### config.mk
export PLATFORM = sky130hd
export DESIGN_NAME = mrma_rel
export DESIGN_NICKNAME = d
export VERILOG_FILES = /design/src/rtl/mrma_rel.sv
export SDC_FILE = /design/constraint.sdc
export NUM_CORES = 1
export LEC_CHECK = 0
export ABC_AREA = 0
export CAP_MARGIN = 20
export CORE_UTILIZATION = 33
export CTS_BUF_LIST = sky130_fd_sc_hd__clkbuf_4 sky130_fd_sc_hd__clkbuf_8
export CTS_CLUSTER_DIAMETER = 60
export CTS_CLUSTER_SIZE = 16
export DETAILED_ROUTE_END_ITERATION = 10
export GPL_ROUTABILITY_DRIVEN = 1
export HOLD_SLACK_MARGIN = 0.03
export SYNTH_ARGS = -nofsm -noshare
export SYNTH_HDL_FRONTEND = slang
export SYNTH_SLANG_ARGS = --single-unit
### constraint.sdc
create_clock -name clk -period 4.4 [get_ports clk]
set_input_delay 0.88 -clock clk [delete_from_list [all_inputs] [get_ports clk]]
set_output_delay 0.88 -clock clk [all_outputs]
set_load 0.03 [all_outputs]
### src/rtl/mrma_rel.sv
// mrma_rel: per-resource match/release controller.
// A grant binds a client to an idle resource. Each resource follows
// IDLE -> ACTIVE -> RELEASE -> IDLE. It leaves ACTIVE on a tail beat or
// after TMO quiet cycles, and it holds RELEASE for one cycle. The unit
// also counts completed releases and flags beats seen on unmatched
// resources.
module mrma_rel #(
    parameter int N   = 4,
    parameter int M   = 4,
    parameter int TMO = 255
) (
    input  logic                 clk,
    input  logic                 rst_n,
    input  logic                 grant_vld,
    input  logic [$clog2(N)-1:0] grant_cli,
    input  logic [$clog2(M)-1:0] grant_res,
    output logic                 grant_rdy,
    input  logic [M-1:0]         flit_vld,
    input  logic [M-1:0]         flit_tail,
    output logic [M-1:0]         res_busy,
    output logic [N-1:0]         cli_busy,
    output logic [M*N-1:0]       cfg,
    output logic [M-1:0]         rel,
    output logic [M-1:0]         rel_tmo,
    output logic                 err_orphan,
    output logic [15:0]          pkt_cnt
);

    localparam int CW = $clog2(N);
    localparam logic [7:0] TMO_C = 8'(TMO);

    typedef enum logic [1:0] {
        IDLE    = 2'd0,
        ACTIVE  = 2'd1,
        RELEASE = 2'd2
    } state_t;

    state_t        state_q [M];
    state_t        state_d [M];
    logic [CW-1:0] cli_q   [M];
    logic [CW-1:0] cli_d   [M];
    logic [7:0]    cnt_q   [M];
    logic [7:0]    cnt_d   [M];
    logic [M-1:0]  tmo_q, tmo_d;
    logic [M*N-1:0] cfg_q, cfg_d;
    logic [M-1:0]  active;
    logic [M-1:0]  grant_hit;
    logic [15:0]   rel_sum;
    logic          err_q;
    logic [15:0]   pkt_q;

    // Status decode from the registered per-resource state
    always_comb begin
        active   = '0;
        res_busy = '0;
        rel      = '0;
        cli_busy = '0;
        rel_sum  = '0;
        for (int unsigned i = 0; i < M; i++) begin
            active[i]   = (state_q[i] == ACTIVE);
            res_busy[i] = (state_q[i] != IDLE);
            rel[i]      = (state_q[i] == RELEASE);
            rel_sum     = rel_sum + 16'(rel[i]);
            for (int unsigned j = 0; j < N; j++) begin
                cli_busy[j] = cli_busy[j] | cfg_q[i*N+j];
            end
        end
        rel_tmo    = rel & tmo_q;
        cfg        = cfg_q;
        err_orphan = err_q;
        pkt_cnt    = pkt_q;
    end

    // Grant acceptance: both sides free, indices in range, out of reset
    always_comb begin
        grant_rdy = 1'b0;
        grant_hit = '0;
        if (rst_n && grant_vld && (int'(grant_res) < M) && (int'(grant_cli) < N)) begin
            grant_rdy = !res_busy[grant_res] && !cli_busy[grant_cli];
        end
        if (grant_rdy) begin
            grant_hit[grant_res] = 1'b1;
        end
    end

    // Per-resource next state, quiet counter, timeout flag and cfg row
    always_comb begin
        tmo_d = tmo_q;
        cfg_d = '0;
        for (int unsigned i = 0; i < M; i++) begin
            state_d[i] = state_q[i];
            cli_d[i]   = cli_q[i];
            cnt_d[i]   = cnt_q[i];
            case (state_q[i])
                IDLE: begin
                    if (grant_hit[i]) begin
                        state_d[i] = ACTIVE;
                        cli_d[i]   = grant_cli;
                        cnt_d[i]   = '0;
                        tmo_d[i]   = 1'b0;
                    end
                end
                ACTIVE: begin
                    // A beat always clears the counter, so a tail can never
                    // coincide with an expiring timeout.
                    if (flit_vld[i] && flit_tail[i]) begin
                        state_d[i] = RELEASE;
                        tmo_d[i]   = 1'b0;
                    end else if (flit_vld[i]) begin
                        cnt_d[i] = '0;
                    end else if (cnt_q[i] + 8'd1 == TMO_C) begin
                        state_d[i] = RELEASE;
                        tmo_d[i]   = 1'b1;
                    end else begin
                        cnt_d[i] = cnt_q[i] + 8'd1;
                    end
                end
                RELEASE: begin
                    state_d[i] = IDLE;
                end
                default: begin
                    state_d[i] = IDLE;
                end
            endcase
            for (int unsigned j = 0; j < N; j++) begin
                cfg_d[i*N+j] = (state_d[i] == ACTIVE) && (cli_d[i] == CW'(j));
            end
        end
    end

    // State registers, orphan-beat pulse and release counter
    always_ff @(posedge clk) begin
        if (!rst_n) begin
            for (int unsigned i = 0; i < M; i++) begin
                state_q[i] <= IDLE;
                cli_q[i]   <= '0;
                cnt_q[i]   <= '0;
            end
            tmo_q <= '0;
            cfg_q <= '0;
            err_q <= 1'b0;
            pkt_q <= '0;
        end else begin
            for (int unsigned i = 0; i < M; i++) begin
                state_q[i] <= state_d[i];
                cli_q[i]   <= cli_d[i];
                cnt_q[i]   <= cnt_d[i];
            end
            tmo_q <= tmo_d;
            cfg_q <= cfg_d;
            err_q <= |(flit_vld & ~active);
            pkt_q <= pkt_q + rel_sum;
        end
    end

endmodule

# Word level (Yosys, flattened, before mapping)
# Memory sizes are Yosys's and may differ from the RTL's.
# Index checks and enable logic that the tools add are counted.
# totals
ram_bits,48
ff_bits,37
mem_count,3
romBits,0
output_inout_bits,50
word_cells,224
input_bits,15
latchBits,0
# mem_list
memory,words,word_bits,read_ports,rd_clocked_by_memory_dff,wr,line_no,rtl
cnt_q,4,8,4,0,4,42,logic [7:0] cnt_q [M];
cli_q,4,2,4,0,4,40,logic [CW-1:0] cli_q [M];
state_q,4,2,4,0,4,38,state_t state_q [M];
# classes
shift,0
n_bitwise,27
n_mux,90
n_mul,0
reduce_logical,46
n_div,0
eq_ne,40
n_lt_le_gt_ge,3
n_addsub,8
# op_table
operator,n
$mux 8,20
$mux 2,32
$pmux 8 s2,4
$add 8x1->8 const B,4
$eq 8x8->1 const B,4
$eq 2x1->1 const B,12
$eq 2x2->1 const B,12
$or 1x1->1,24
$logic_and 1x1->1,23
$mux 1,22
$add 16x4->16,1
$logic_not 2->1,8
$pmux 2 s2,4
$reduce_and 4->1,4
$reduce_bool 2->1,8
$ne 3x1->1 const B,4
$ne 3x2->1 const B,4
$and 4x4->4,2
$ne 2x2->1 const B,4
$pmux 1 s2,4
$lt 2x3->1 const B,2
$add 3x1->4,1
$bmux 1 s2,2
$mux 4,1
7 further kinds,8

# Longest topological paths before layout
# logic_depth
ltp_word,13
mapped_depth,13
depth_no_buf,13

# Worst setup path before layout
# OpenSTA, ideal clock, no wires.
# synth_path
kind,flip-flop to output port
from,register cfg_q[6] (netlist: cfg[6])
to,output port grant_rdy
slack_ps,445
t_arrival_ps,3075
path_stages_with_launch,5
cell_sequence,dfxtp_1 > or4_1 > o22ai_4 > nor2_1 > a2111oi_0
# synth_between
elab_chain_len,8
# synth_rtl
element,line_no,rtl
"start, declared",45,"logic [M*N-1:0] cfg_q, cfg_d;"
"start signal, assigned",150,cfg_q <= cfg_d;
$or 1x1->1 (3 in a row),65,cli_busy[j] = cli_busy[j] | cfg_q[i*N+j];
via cli_busy[2],21,"output logic [N-1:0] cli_busy,"
$bmux 1 s2,79,grant_rdy = !res_busy[grant_res] && !cli_busy[grant_cli];
$mux 1 (not written as such),79,
$logic_not 1->1,79,
$logic_and 1x1->1,79,
$mux 1,78,if (rst_n && grant_vld && (int'(grant_res) < M) && (int'(grant_cli) < N)) begin
"end, declared",17,"output logic grant_rdy,"
# The timed path passes the listed nets, and every way through them passes these cells. The select of a mux whose other input is x is not followed.

# Worst setup path in the final report
# layout_path
from,input port grant_cli[0]
to,output port grant_rdy
# layout_between
elab_chain_len,5
# layout_rtl
element,line_no,rtl
"start, declared",15,"input logic [$clog2(N)-1:0] grant_cli,"
$bmux 1 s2,79,
$mux 1 (not written as such),79,
$logic_not 1->1,79,
$logic_and 1x1->1,79,
$mux 1,78,
# Every way passes these cells. The select of a mux whose other input is x is not followed.

==> PnR_summary.wiki <==
{| class="wikitable"
! Metric !! Value
|-
| Static leakage || 2.005 nW
|-
| Overflow left after global routing || 0
|-
| Worst relative slew slack || 52.96%
|-
| Worst hold path type || reg2reg
|-
| Crit Path Max Fanout || 8
|-
| Standard-cell row count || 41
|-
| Sum of net half-perimeters after detailed placement || 7684 um
|-
| Height of the die || 115.6 um
|-
| Library cell with the largest summed area after synthesis || dfxtp_1
|-
| Wire length of the first global-routing pass || 17370 um
|-
| CTS tree || done
|-
| Later-pin clock latency in the skew report || 0.37 ns
|-
| Number of buffers added on ports || 64
|-
| Total of warnings raised by yosys || 0
|-
| Number of pins exceeding their max-slew limit in the final report || 0
|-
| Hold Crit Start || cnt_q[0][7]$_SDFFE_PN0P_
|-
| Sink count of the clock tree || 85
|-
| CTS max path bufs || 2
|-
| Final cycle utilization of the critical path || 82.06%
|-
| Largest net degree at the start of global routing || 38
|-
| Total area of multi-input combinational cells || about 0.0024 mm^2
|-
| DIE WIDTH || around 120 um
|-
| Library cell contributing the largest single delay on the critical path || clkdlybuf4s50_1
|-
| Minimum setup slack after placement || roughly 0.79 ns
|-
| Clock-pin slew of the registers on the worst-case setup and hold paths || roughly 0.09 ns
|-
| R2R depth || 13
|-
| Routed vias/inst || about 5.1
|-
| Number of diodes added for antenna fixing || 0
|-
| Ordered list of cells on the worst path || clkdlybuf4s50_1 -> or2_2 -> o22ai_4 -> nor2_1 -> a2111oi_0 -> buf_4
|-
| FILL cells || 1292
|-
| Post-synth ARST share || 0%
|-
| Placer's final routability congestion estimate || 0.8682
|-
| Worst setup path category || in2out
|-
| Post-route minimum period || 3.611 ns
|-
| Worst Slack Setup Final || slightly below 0.8 ns
|-
| Sequential element share of the synthesized area || 39.93%
|-
| Max-cap violation count || 0
|-
| Transition time at the pin with the least slew margin || 0.7009 ns
|-
| Initial Utilization || ~34%
|-
| Total routing usage reported by global routing || 16.61%
|-
| Total via count in the routed design || 3757
|-
| Power density of the placed cells || 271.4 mW/mm^2
|-
| Number of H-tree branching levels || 3
|-
| Status || completed
|-
| Number of enable-type register cells in the synthesized netlist || 0
|-
| Tightest hold margin || between 0.4 and 0.5 ns
|-
| Final clock skew || 0.01112 ns
|-
| Hold buffer count at CTS || 0
|-
| Setup slack, reg-to-reg || 1.42 ns
|-
| Core Util, Final || approximately two fifths
|-
| Number of synthesized register bits || 85
|-
| Nets || 580
|-
| Area of the die || 0.01337 mm^2
|-
| First-pass iteration count of the detailed router || 4
|-
| Storage element area || 0.001702 mm^2
|-
| Post-Syn Instances || 490
|-
| Fmax || 276.9 MHz
|-
| Worst Hold Path EP || cnt_q[0][7]$_SDFFE_PN0P_
|-
| Final antenna-violating net count || 0
|-
| Number of global-route vias before repair || 3596
|-
| Cells on Worst Hold Path || 1
|-
| Leading cell types by total area after synthesis || dfxtp_1, nand2_1, nor2_1
|-
| Startpoint types || input pin
|-
| Unrepaired setup endpoints after global routing || no
|-
| Routed length per placed instance || 14.33 um
|-
| Layout cell share with drive strength beyond 1 || under 10%
|-
| Area delta synth->final || 23.34%
|-
| Setup violators final || 0
|-
| Starting DRT DRC Count || 231
|-
| Sort of element at the end of the critical path || primary output
|-
| R2R Path End || pkt_cnt[14]$_SDFF_PN0_
|-
| Core outline area || 0.01262 mm^2
|-
| Number of instances resized during post-cts repair || 0
|-
| Area fraction of the dominant cell type after synthesis || 39.93%
|-
| Required time of the critical path || about 3.5 ns
|-
| Most frequently used flop master after synthesis || dfxtp_1
|-
| Initial antenna violation count || 0
|-
| Fin Setup TNS || 0 ns
|-
| Synthesized netlist net count || 517
|-
| Post-CTS setup-driven buffer insertion count || 0
|-
| Post-Route WL || ~10000 um
|-
| Reg2reg start || state_q[0][1]$_SDFF_PN0_
|-
| Delay of the slowest cell on the worst path || roughly 0.55 ns
|-
| Synth unique cells || 69
|-
| Final hold violations || 0
|-
| Inserted Clock Buffers || 9
|-
| Arrival time at the worst endpoint || about 2.7 ns
|-
| IR Drop Worst-Case VDD || 0.0001175 V
|-
| Post-route total power || 1.427 mW
|-
| Synthesized cell area || 0.004262 mm^2
|-
| DRC violation count after routing || 0
|-
| Clk Tree Root Cell || clkbuf_8
|-
| Mean cell area of the mapped netlist || 8.697 um^2
|-
| I/O Pins || 65
|}
[registers in the layout (all words and copies together) (netlist names)]
signal	count
cli_q	8
state_q	8
pkt_cnt	16
err_orphan	1
cnt_q	32
cfg	16
tmo_q	4
[synth_stat cells, types with 4 or more instances]
cell type	number
nor3b_1	5
clkbuf_1	10
o21a_1	7
nand2b_1	12
ha_1	9
or4_1	4
nand2_1	50
o21ai_0	18
o22ai_1	6
nor3_1	21
and2_1	10
nor2_1	48
inv_1	19
a21oi_1	12
nor2b_1	10
dfxtp_1	85
a21o_1	8
nand4_1	9
a22oi_1	4
mux2i_1	7
nand3_1	28
or2_2	4
xor2_1	13
o211ai_1	6
and3_1	8
xnor2_1	8
[power breakdown]
part	leakage (nW)	total (mW)	switching (mW)	internal, mW
clock network	0.0922	0.534	0.290	0.244
registers	0.686	0.779	0.00428	0.774
logic	1.23	0.114	0.0719	0.0418
total	2.01	1.43	0.366	1.06
[cell type report]
type / count / area share (%)
inverters: 20 / 1.428
well taps: 172 / 4.094
repair buffers: 65 / 12.28
flip-flops and latches: 85 / 32.37
clock inverters: 4 / 0.6189
clock buffers: 12 / 3.023
multi-input cells: 372 / 46.18
[how the worst max path moves through the flow]
stage,start,to,slack [ns],cells past startpoint
2_1_floorplan,cfg[6]$_SDFF_PN0_,grant_rdy,0.45,4
3_3_place_gp,grant_cli[0],grant_rdy,0.71,6
3_5_place_dp,grant_cli[0],grant_rdy,0.79,6
4_1_cts,grant_cli[0],grant_rdy,0.78,6
5_1_grt,grant_cli[0],grant_rdy,0.65,6
6_report,grant_cli[0],grant_rdy,0.79,6
[cells in the final DEF, fill, tap and decap left out, types with 3 or more instances in the layout]
cell type | netlist | final
ha_1 | 9 | 9
nor2_1 | 48 | 48
nor2b_1 | 10 | 10
or4_1 | 4 | 4
o211ai_1 | 6 | 6
nand4b_1 | 3 | 3
nor3b_1 | 5 | 5
and3_1 | 8 | 8
xnor2_1 | 8 | 8
o22ai_1 | 6 | 6
nand2b_1 | 12 | 12
nand2_1 | 50 | 50
o21a_1 | 7 | 7
or2_2 | 4 | 4
fa_1 | 3 | 3
clkdlybuf4s50_1 | 0 | 63
nor4_1 | 3 | 3
nand4_1 | 9 | 9
inv_1 | 19 | 19
a21o_1 | 8 | 8
dfxtp_1 | 85 | 85
and2_1 | 10 | 10
nor3_1 | 21 | 21
xor2_1 | 13 | 13
o21ai_0 | 18 | 18
clkbuf_8 | 0 | 11
o32ai_1 | 3 | 3
nand3_1 | 28 | 28
a22oi_1 | 4 | 4
mux2i_1 | 7 | 7
a21oi_1 | 12 | 12
o31ai_1 | 3 | 3
[logic make-up (layout without fill, tap and decap cells)]
logic type	after synthesis	count (layout)	synth area share, %
XOR/XNOR	22	22	4.698
AND/OR/NAND/NOR	230	230	28.33
adder cells (fa/ha/maj)	12	12	4.052
flip-flops	85	85	39.93
buffers and inverters	33	101	3.112
AO/OA/AOI/OAI	101	101	18.23
multiplexers	7	7	1.644
[per-layer routing]
| metal | wire [um] | share of wire, % | vias up | track usage (%) |
|---|---|---|---|---|
| li1 | - | - | 1897 | - |
| met1 | 4842 | 46 | 1762 | 20.52 |
| met2 | 4846 | 46 | 84 | 27.43 |
| met3 | 575 | 5.5 | 14 | 5.230 |
| met4 | 194 | 1.9 | 0 | 5.556 |
| met5 | 0 | 0 | - | 0 |
[worst max-delay path, delay by kind of cell]
family          cells  cell delay (ns)
compound gates      2             0.61
buf+inv             2             0.78
simple gates        2             0.46
[metrics by stage]
step	cells	instance area [um^2]
floorplan	490	4262
global placement	714	5065
global route	730	5256
detailed placement	714	5065
finish	730	5256
CTS	730	5256
No activity file was read; power rests on OpenSTA's default activity.
